**src/rtl/fir_pkg.sv**
```systemverilog
// Shared types and helpers for the time-multiplexed FIR sequencer.
// FSM state enum, accumulator sizing and output clamp/wrap helper.
package fir_pkg;

  typedef enum logic [1:0] {
    IDLE,
    MAC,
    OUT
  } state_t;

  // Widest value the output reducer works on; must cover the accumulator.
  localparam int MAXW = 128;

  function automatic int acc_width(input int width, input int taps);
    return 2 * width + $clog2(taps) + 1;
  endfunction

  // Clamp v to the signed range of 'width' bits when sat is set;
  // otherwise pass it through so the caller keeps the low bits.
  function automatic logic signed [MAXW-1:0] fir_reduce(
    input logic signed [MAXW-1:0] v,
    input int                     width,
    input bit                     sat
  );
    logic signed [MAXW-1:0] one;
    logic signed [MAXW-1:0] hi;
    logic signed [MAXW-1:0] lo;
    one = 1;
    hi  = (one <<< (width - 1)) - one;
    lo  = -hi - one;
    if (sat && v > hi) return hi;
    if (sat && v < lo) return lo;
    return v;
  endfunction

endpackage

```
**src/rtl/fir_mac_unit.sv**
```systemverilog
// Registered signed multiply-accumulate shared by all taps.
// Ports: clk, rst_n, clear, en, a, b -> sum (acc + a*b, combinational).
module fir_mac_unit
  import fir_pkg::*;
#(
  parameter int WIDTH = 16,
  parameter int ACCW  = 36
) (
  input  logic                    clk,
  input  logic                    rst_n,
  input  logic                    clear,
  input  logic                    en,
  input  logic signed [WIDTH-1:0] a,
  input  logic signed [WIDTH-1:0] b,
  output logic signed [ACCW-1:0]  sum
);

  logic signed [ACCW-1:0]    acc;
  logic signed [2*WIDTH-1:0] prod;

  assign prod = a * b;
  // Exposed so the sequencer can register the final sum on the last tap.
  assign sum  = acc + ACCW'(prod);

  always_ff @(posedge clk or negedge rst_n) begin
    if (!rst_n) begin
      acc <= '0;
    end else if (clear) begin
      acc <= '0;
    end else if (en) begin
      acc <= sum;
    end
  end

endmodule

```
**src/rtl/fir_mac_sequencer.sv**
```systemverilog
// FIR controller: delay line, coefficient bank, one tap per cycle.
// Ports: in valid/ready/data, coeff write port, out valid/ready/data, busy.
// Macro FIR_SAT_EN: clamp output after the shift instead of wrapping.
module fir_mac_sequencer
  import fir_pkg::*;
#(
  parameter  int WIDTH = 16,
  parameter  int TAPS  = 8,
  parameter  int SHIFT = 15,
  localparam int AW    = $clog2(TAPS)
) (
  input  logic                    clk,
  input  logic                    rst_n,
  input  logic                    in_valid,
  output logic                    in_ready,
  input  logic signed [WIDTH-1:0] in_data,
  input  logic                    coeff_we,
  input  logic [AW-1:0]           coeff_addr,
  input  logic signed [WIDTH-1:0] coeff_wdata,
  output logic                    coeff_ready,
  output logic                    out_valid,
  input  logic                    out_ready,
  output logic signed [WIDTH-1:0] out_data,
  output logic                    busy
);

  localparam int ACCW = acc_width(WIDTH, TAPS);

`ifdef FIR_SAT_EN
  localparam bit SAT = 1'b1;
`else
  localparam bit SAT = 1'b0;
`endif

  state_t                 state;
  logic [AW-1:0]          idx;
  logic signed [WIDTH-1:0] x [TAPS];
  logic signed [WIDTH-1:0] c [TAPS];
  logic signed [ACCW-1:0] sum;
  logic                   take;

  assign in_ready    = (state == IDLE);
  assign coeff_ready = (state == IDLE);
  assign busy        = (state == MAC) || (state == OUT);
  assign take        = in_valid && (state == IDLE);

  fir_mac_unit #(
    .WIDTH (WIDTH),
    .ACCW  (ACCW)
  ) u_mac (
    .clk   (clk),
    .rst_n (rst_n),
    .clear (take),
    .en    (state == MAC),
    .a     (x[idx]),
    .b     (c[idx]),
    .sum   (sum)
  );

  always_ff @(posedge clk or negedge rst_n) begin
    if (!rst_n) begin
      state     <= IDLE;
      idx       <= '0;
      out_valid <= 1'b0;
      out_data  <= '0;
      for (int k = 0; k < TAPS; k++) begin
        x[k] <= '0;
        c[k] <= '0;
      end
    end else begin
      unique case (state)
        IDLE: begin
          // Write lands before the MAC pass reads the bank.
          if (coeff_we) c[coeff_addr] <= coeff_wdata;
          if (in_valid) begin
            for (int k = TAPS - 1; k > 0; k--) x[k] <= x[k-1];
            x[0]  <= in_data;
            idx   <= '0;
            state <= MAC;
          end
        end
        MAC: begin
          idx <= idx + 1'b1;
          if (idx == AW'(TAPS - 1)) begin
            out_data  <= WIDTH'(fir_reduce(
                           MAXW'(sum) >>> SHIFT, WIDTH, SAT));
            out_valid <= 1'b1;
            state     <= OUT;
          end
        end
        OUT: begin
          if (out_ready) begin
            out_valid <= 1'b0;
            state     <= IDLE;
          end
        end
        default: state <= IDLE;
      endcase
    end
  end

endmodule

```
**config.mk**
```make
export PLATFORM = sky130hd
export DESIGN_NAME = fir_mac_sequencer
export DESIGN_NICKNAME = d
export VERILOG_FILES = /design/src/rtl/fir_pkg.sv /design/src/rtl/fir_mac_unit.sv /design/src/rtl/fir_mac_sequencer.sv
export SDC_FILE = /design/constraint.sdc
export NUM_CORES = 1
export LEC_CHECK = 0
export BUFFER_PORTS_ARGS = -buffer_cell sky130_fd_sc_hd__buf_2
export CAP_MARGIN = 40
export CORE_ASPECT_RATIO = 1.5
export CORE_MARGIN = 5
export CORE_UTILIZATION = 58
export DETAILED_ROUTE_END_ITERATION = 6
export PLACE_DENSITY = 0.78
export SLEW_MARGIN = 15
export SYNTH_ARGS = -nofsm -noshare
export SYNTH_HDL_FRONTEND = slang
export SYNTH_SLANG_ARGS = --single-unit
export TNS_END_PERCENT = 5
```
**constraint.sdc**
```tcl
create_clock -name clk -period 8 [get_ports clk]
set_input_delay 1.6 -clock clk [delete_from_list [all_inputs] [get_ports clk]]
set_output_delay 1.6 -clock clk [all_outputs]
set_load 0.02 [all_outputs]
```
**Yosys cells after proc, flatten, opt, wreduce, memory -nomap -nowiden**

Cells that the tools add are included.
W data, S select, Z words.

- Bits in registers: 314
- Bits of input ports: 40
- Output and inout port bits: 20
- Logic and storage cells: 68

- Add/subtract/negate cells: 2
- Multiply operators: 1
- Magnitude comparators: 3
- Eq/ne operators: 6
- Mux-type cells: 20
- Bitwise operators: 2
- Reductions and logical operators: 13

Operator list:

| cell | count |
|---|---|
| $bwmux W128 | 1 |
| $bmux W16 S3 | 2 |
| $mux W16 | 5 |
| $mux W36 | 2 |
| $demux W16 S3 | 1 |
| $add A36 B32 Y36 | 1 |
| $mul A16 B16 Y32 | 1 |
| $ge A4 B4 Y1 const B | 2 |
| $not A3 Y4 | 2 |
| $reduce_and A2 Y1 | 4 |
| $mux W2 | 3 |
| $ne A2 B2 Y1 const B | 3 |
| $pmux W2 S3 | 1 |
| $pmux W3 S2 | 1 |
| $reduce_and A3 Y1 | 2 |
| $reduce_bool A2 Y1 | 3 |
| $lt A4 B1 Y1 const B | 1 |
| $add A3 B1 Y3 const B | 1 |
| $eq A3 B3 Y1 const B | 1 |
| $mux W3 | 1 |
| $eq A2 B1 Y1 const B | 1 |
| $eq A2 B2 Y1 const B | 1 |
| $logic_and A1 B1 Y1 | 2 |
| $logic_not A2 Y1 | 1 |
| other kinds (3) | 4 |

**Depth between registers and ports, before layout**

- Depth in word-level cells: 8
- Gate-level depth with buffers: 28
- Mapped depth without buffers: 24

**By module**

A second synthesis with hierarchy kept.

- Cells, all modules: 2,148
- Area, all modules: 25,852.3 um^2

By module, submodules not included:

| module | times used | cells each | area an instance (um^2) | sequential area each (um^2) |
|---|---|---|---|---|
| fir_mac_unit | 1 | 1,410 | 13,296.5 | 900.9 |
| fir_mac_sequencer | 1 | 738 | 12,555.8 | 6,956.7 |

**Worst setup path after synthesis**

OpenSTA, ideal clock, no wires.

- Path type: reg2reg
- Start: register idx[0]
- End: register u_mac.acc[29]
- Setup time: 0.120 ns
- Data arrival time: 7.460 ns
- Data required time: 7.880 ns
- Slack: 0.420 ns
- Cell stages (with the launch flop): 27
- Buffers on the path: 5
- Clock period less this slack: 7.580 ns
- Path through: dfrtp_1 > buf_6 > buf_2 > buf_2 > mux4_2 > mux2i_1 > clkbuf_1 > nor2_1 > fa_1 > inv_1 > fa_1 > fa_1 > fa_1 > inv_1 > fa_1 > inv_1 > fa_1 > inv_1 > ha_1 > clkbuf_1 > o21a_1 > nor2_1 > a22o_1 > a2111oi_2 > o211ai_1 > o21a_1 > o211a_1

- Longest elaborated chain between the ends: 8
- Elaborated cells between the ends (all ways): 11
- Classes of those cells: add/sub: 1; mul: 1; mux: 8; bitwise: 1

Ends and longest elaborated chain:

| element | line | text |
|---|---|---|
| start, declared | fir_mac_sequencer.sv:36 | `logic [AW-1:0] idx;` |
| start signal, assigned | fir_mac_sequencer.sv:83 | `idx <= idx + 1'b1;` |
| $not A3 Y4 (not written as such) (*) | fir_mac_sequencer.sv:55, fir_mac_sequencer.sv:56 |  |
| $bmux W16 S3 (on tied branches) | fir_mac_sequencer.sv:55, fir_mac_sequencer.sv:56 |  |
| $mux W16 (on tied branches) (2 in series) | fir_mac_sequencer.sv:55, fir_mac_sequencer.sv:56 |  |
| $mul A16 B16 Y32 (*) | fir_mac_unit.sv:21 | `assign prod = a * b;` |
| $add A36 B32 Y36 (*) | fir_mac_unit.sv:23 | `assign sum = acc + ACCW'(prod);` |
| $mux W36 (*) | fir_mac_unit.sv:30 | `end else if (en) begin` |
| $mux W36 (*) | fir_mac_unit.sv:28 | `end else if (clear) begin` |
| end signal, assigned | fir_mac_unit.sv:31 | `acc <= sum;` |
| end, declared | fir_mac_unit.sv:18 | `logic signed [ACCW-1:0] acc;` |

Every way passes the cells marked *; elsewhere a longest branch is shown, timed or not. The select of a mux whose other input is x is not followed.
A chain may end at the register's enable or synchronous reset.

**Worst setup path after layout**

Same ends and word-level chain as after synthesis.

==> impl_metrics.csv <==
group,metric,value,unit
status,status,"finished clean",
global_route,grt_pass1_vias,18500,
worst_setup_path,setup.worst_path.start,"idx[0]",
routing,drtAntennaViolNets,0,
logic_synthesis,post-synth-top-area-fraction,31.6,%
floorplan,die_area,46500,sq um
logic_synthesis,synthesis.nets,2778,
routing,wl,57200,um
place,port_buffers,59,
routing,dr_total_vias,16900,
finish,synthToLayoutAreaGrowth,8.76,%
logic_synthesis,synthCells,2353,
place,dpl.cell_count,2926,
finish,nNetsFinal,2820,
worst_setup_path,worstSetupPathType,"flop to flop",
clocking,cts.sinks,309,
timing,drv_slew,0,
timing,hold_viol,0,
worst_setup_path,cp_data_required_time,8.48,ns
timing,setup_violations,0,
clocking,h-tree-depth,1,
logic_synthesis,synth_area_leader_cell,"dfrtp_1",
floorplan,initial_core_util,58.4,%
worst_setup_path,worstPathArrival,8.11,ns
floorplan,ios,60,
logic_synthesis,ys_warn_count,0,
floorplan,fp-row-count,92,
logic_synthesis,yosysSeqAreaShare,31.6,%
routing,via_per_inst,5.66,
worst_setup_path,crit_path_start_kind,"flop",
timing,tns,0,ns
clocking,numCtsBuffers,30,
worst_setup_path,ff2ff_setup_slack,0.37,ns
clocking,root_buffer,"clkbuf_16",
timing,maxSlewHeadroom,34.6,%
timing,worst_pin_slew,0.981,ns
routing,wl_per_cell,19.2,um
floorplan,core-area,41900,sq um
global_route,grt_max_degree,187,
logic_synthesis,synth_cell_types,66,
logic_synthesis,synth_edf_count,0,
global_route,grt_antenna_before_repair,1,
logic_synthesis,synth_ff_type,"dfrtp_1",
timing,fin_crit,7.63,ns
worst_setup_path,reg2reg_from,"idx[0]",
worst_setup_path,critPathCaptureType,"flop",
finish,multi_input_area,15100,sq um
worst_setup_path,path_max_fanout,24,
worst_setup_path,r2r-end,"u_mac.acc[29]",
logic_synthesis,synthTopCellsByArea,"dfrtp_1 (32%), fa_1 (23%), nand2_1 (7.8%)",
routing,first_pass_iters,7,
floorplan,dieHeight,262,um
logic_synthesis,synth-seq-cells,309,
routing,drcViolationCount,0,
min_path,hold_class,"flop to flop",
clocking,clk_path_buf_depth,3,
timing,post-route-period-util,95.3,%
global_route,track_usage,25.5,%
place,place_congestion,0.949,
routing,drtIter0Drc,1439,
floorplan,die_w,178,um
logic_synthesis,yosys-top-cells-count,"nand2_1 (512), inv_1 (326), dfrtp_1 (309)",
finish,stdcell_count,2982,
worst_setup_path,crit_end,"u_mac.acc[29]",
clocking,cts_tree,"yes",
finish,layout.area.seq,7740,sq um
logic_synthesis,syn_area_per_cell,10.4,sq um
finish,layout-drive-gt1-share,16.2,%
clocking,cts_resized,0,
global_route,grt_pass1_wl,94900,um
clocking,cts_hold_buf,0,
logic_synthesis,async_flop_share,100,%
logic_synthesis,synth.most_common_cell,"nand2_1",
flow_run,maxCapViolations,0,
timing,rsz0062_at_grt,"false",
clocking,clk_latency,0.59,ns
clocking,cts_setup_buffers,0,
global_route,grt_overflow,0,
logic_synthesis,synthesis.area,24500,sq um
place,hpwl,42800,um
worst_setup_path,rr_worst_depth,24,
clocking,clkTransAtPathRegs,0.07,ns
finish,n_fill_cell,3259,
timing,fmax,131,MHz
timing,fin_skew,0.0218,ns
==> worst max-delay path: stages, from the launching register on <==
cell and delay (ns):
dfrtp_4 0.71, mux4_2 0.57, mux2i_1 0.15, buf_4 0.27
nand2b_1 0.19, inv_1 0.10, fa_1 0.57, inv_1 0.07
fa_1 0.54, inv_1 0.06, fa_1 0.53, inv_1 0.07
fa_1 0.57, fa_1 0.44, fa_1 0.49, inv_1 0.04
ha_1 0.37, a21oi_1 0.11, and2_1 0.19, a22o_1 0.23
a2111oi_2 0.35, buf_4 0.21, o211ai_1 0.20, o21a_1 0.26
o211a_1 0.22
==> per-stage QoR <==
| step | instance area, sq um | worst slack [ns] | hold slack, ns | util, % |
|---|---|---|---|---|
| global placement | 25500 | 0.574 | 0.452 | 60.9 |
| floorplan | 24500 | 0.420 | 0.441 | - |
| detailed placement | 25600 | 0.427 | 0.457 | 61.0 |
| finish | 26600 | 0.373 | 0.467 | 63.6 |
| global route | 26600 | 0.0191 | 0.499 | 63.6 |
| CTS | 26600 | 0.410 | 0.473 | 63.5 |
==> area by class of cell <==
type                       count  area share (%)
multi-input combinational   1613            56.8
sequential                   309            29.1
inverter                     328            4.62
timing repair buffer         113            3.04
clock buffer                  37            3.03
tap                          564            2.65
clock inverter                17           0.803
antenna                        1         0.00940
==> routing by layer <==
layer	GRT usage, %	vias up	routed length (um)
met2	44.8	503	29500
met4	12.4	0	3020
met5	0	-	0
met3	2.72	167	2380
met1	31.7	8618	22300
li1	-	7592	-
==> placed cells by master, fill, tap and decap left out, types with 6 or more instances in the layout <==
cell,instances
nand3_1,14
nor3_1,12
or2_1,8
nor2_1,153
buf_4,46
a21o_1,12
dfrtp_1,306
a21oi_1,33
and3_1,6
nand4_1,6
a31oi_1,8
buf_2,58
a211oi_1,6
o21a_1,12
and2_1,9
nand2b_1,37
ha_1,99
clkinv_2,7
mux2i_1,31
o21ai_0,14
or3_1,6
nand2_1,511
fa_1,285
inv_1,326
clkbuf_16,30
nor2b_1,23
mux2_2,147
o211ai_1,18
o2111ai_1,7
o21ai_1,7
xnor2_1,19
mux4_2,64
==> state kept, by name, summed over array words and instances (netlist names) <==
| name | flops |
|---|---|
| out_data | 16 |
| c | 128 |
| state | 2 |
| x | 128 |
| u_mac.acc | 31 |
| out_valid | 1 |
| idx | 3 |
==> how the worst min path moves through the flow <==
stage	from	end	slack [ns]	cells past startpoint
after global placement	x[6]	x[6]	0.45	2
after global routing	out_data[0]	out_data[0]	0.50	2
after CTS	x[8]	x[8]	0.47	2
after detailed placement	x[8]	x[8]	0.46	2
after floorplan	x[0]	x[0]	0.44	2
final	out_data[0]	out_data[0]	0.47	2
==> cells by family (layout without fill, tap and decap cells) <==
logic type      after synthesis  after routing  synth area share (%)
other cells                   0              1                     0
mux                         246            246                  14.2
flops                       309            309                  31.6
xor+xnor                     26             26                  1.06
simple gates                804            804                  13.7
fa+ha+maj                   385            385                  28.4
buf+inv                     431            495                  6.72
compound gates              152            152                  4.29
Power is left out: the tool's default activity adds up to more than one toggle a clock period on the data nets, which glitch-free logic cannot reach.
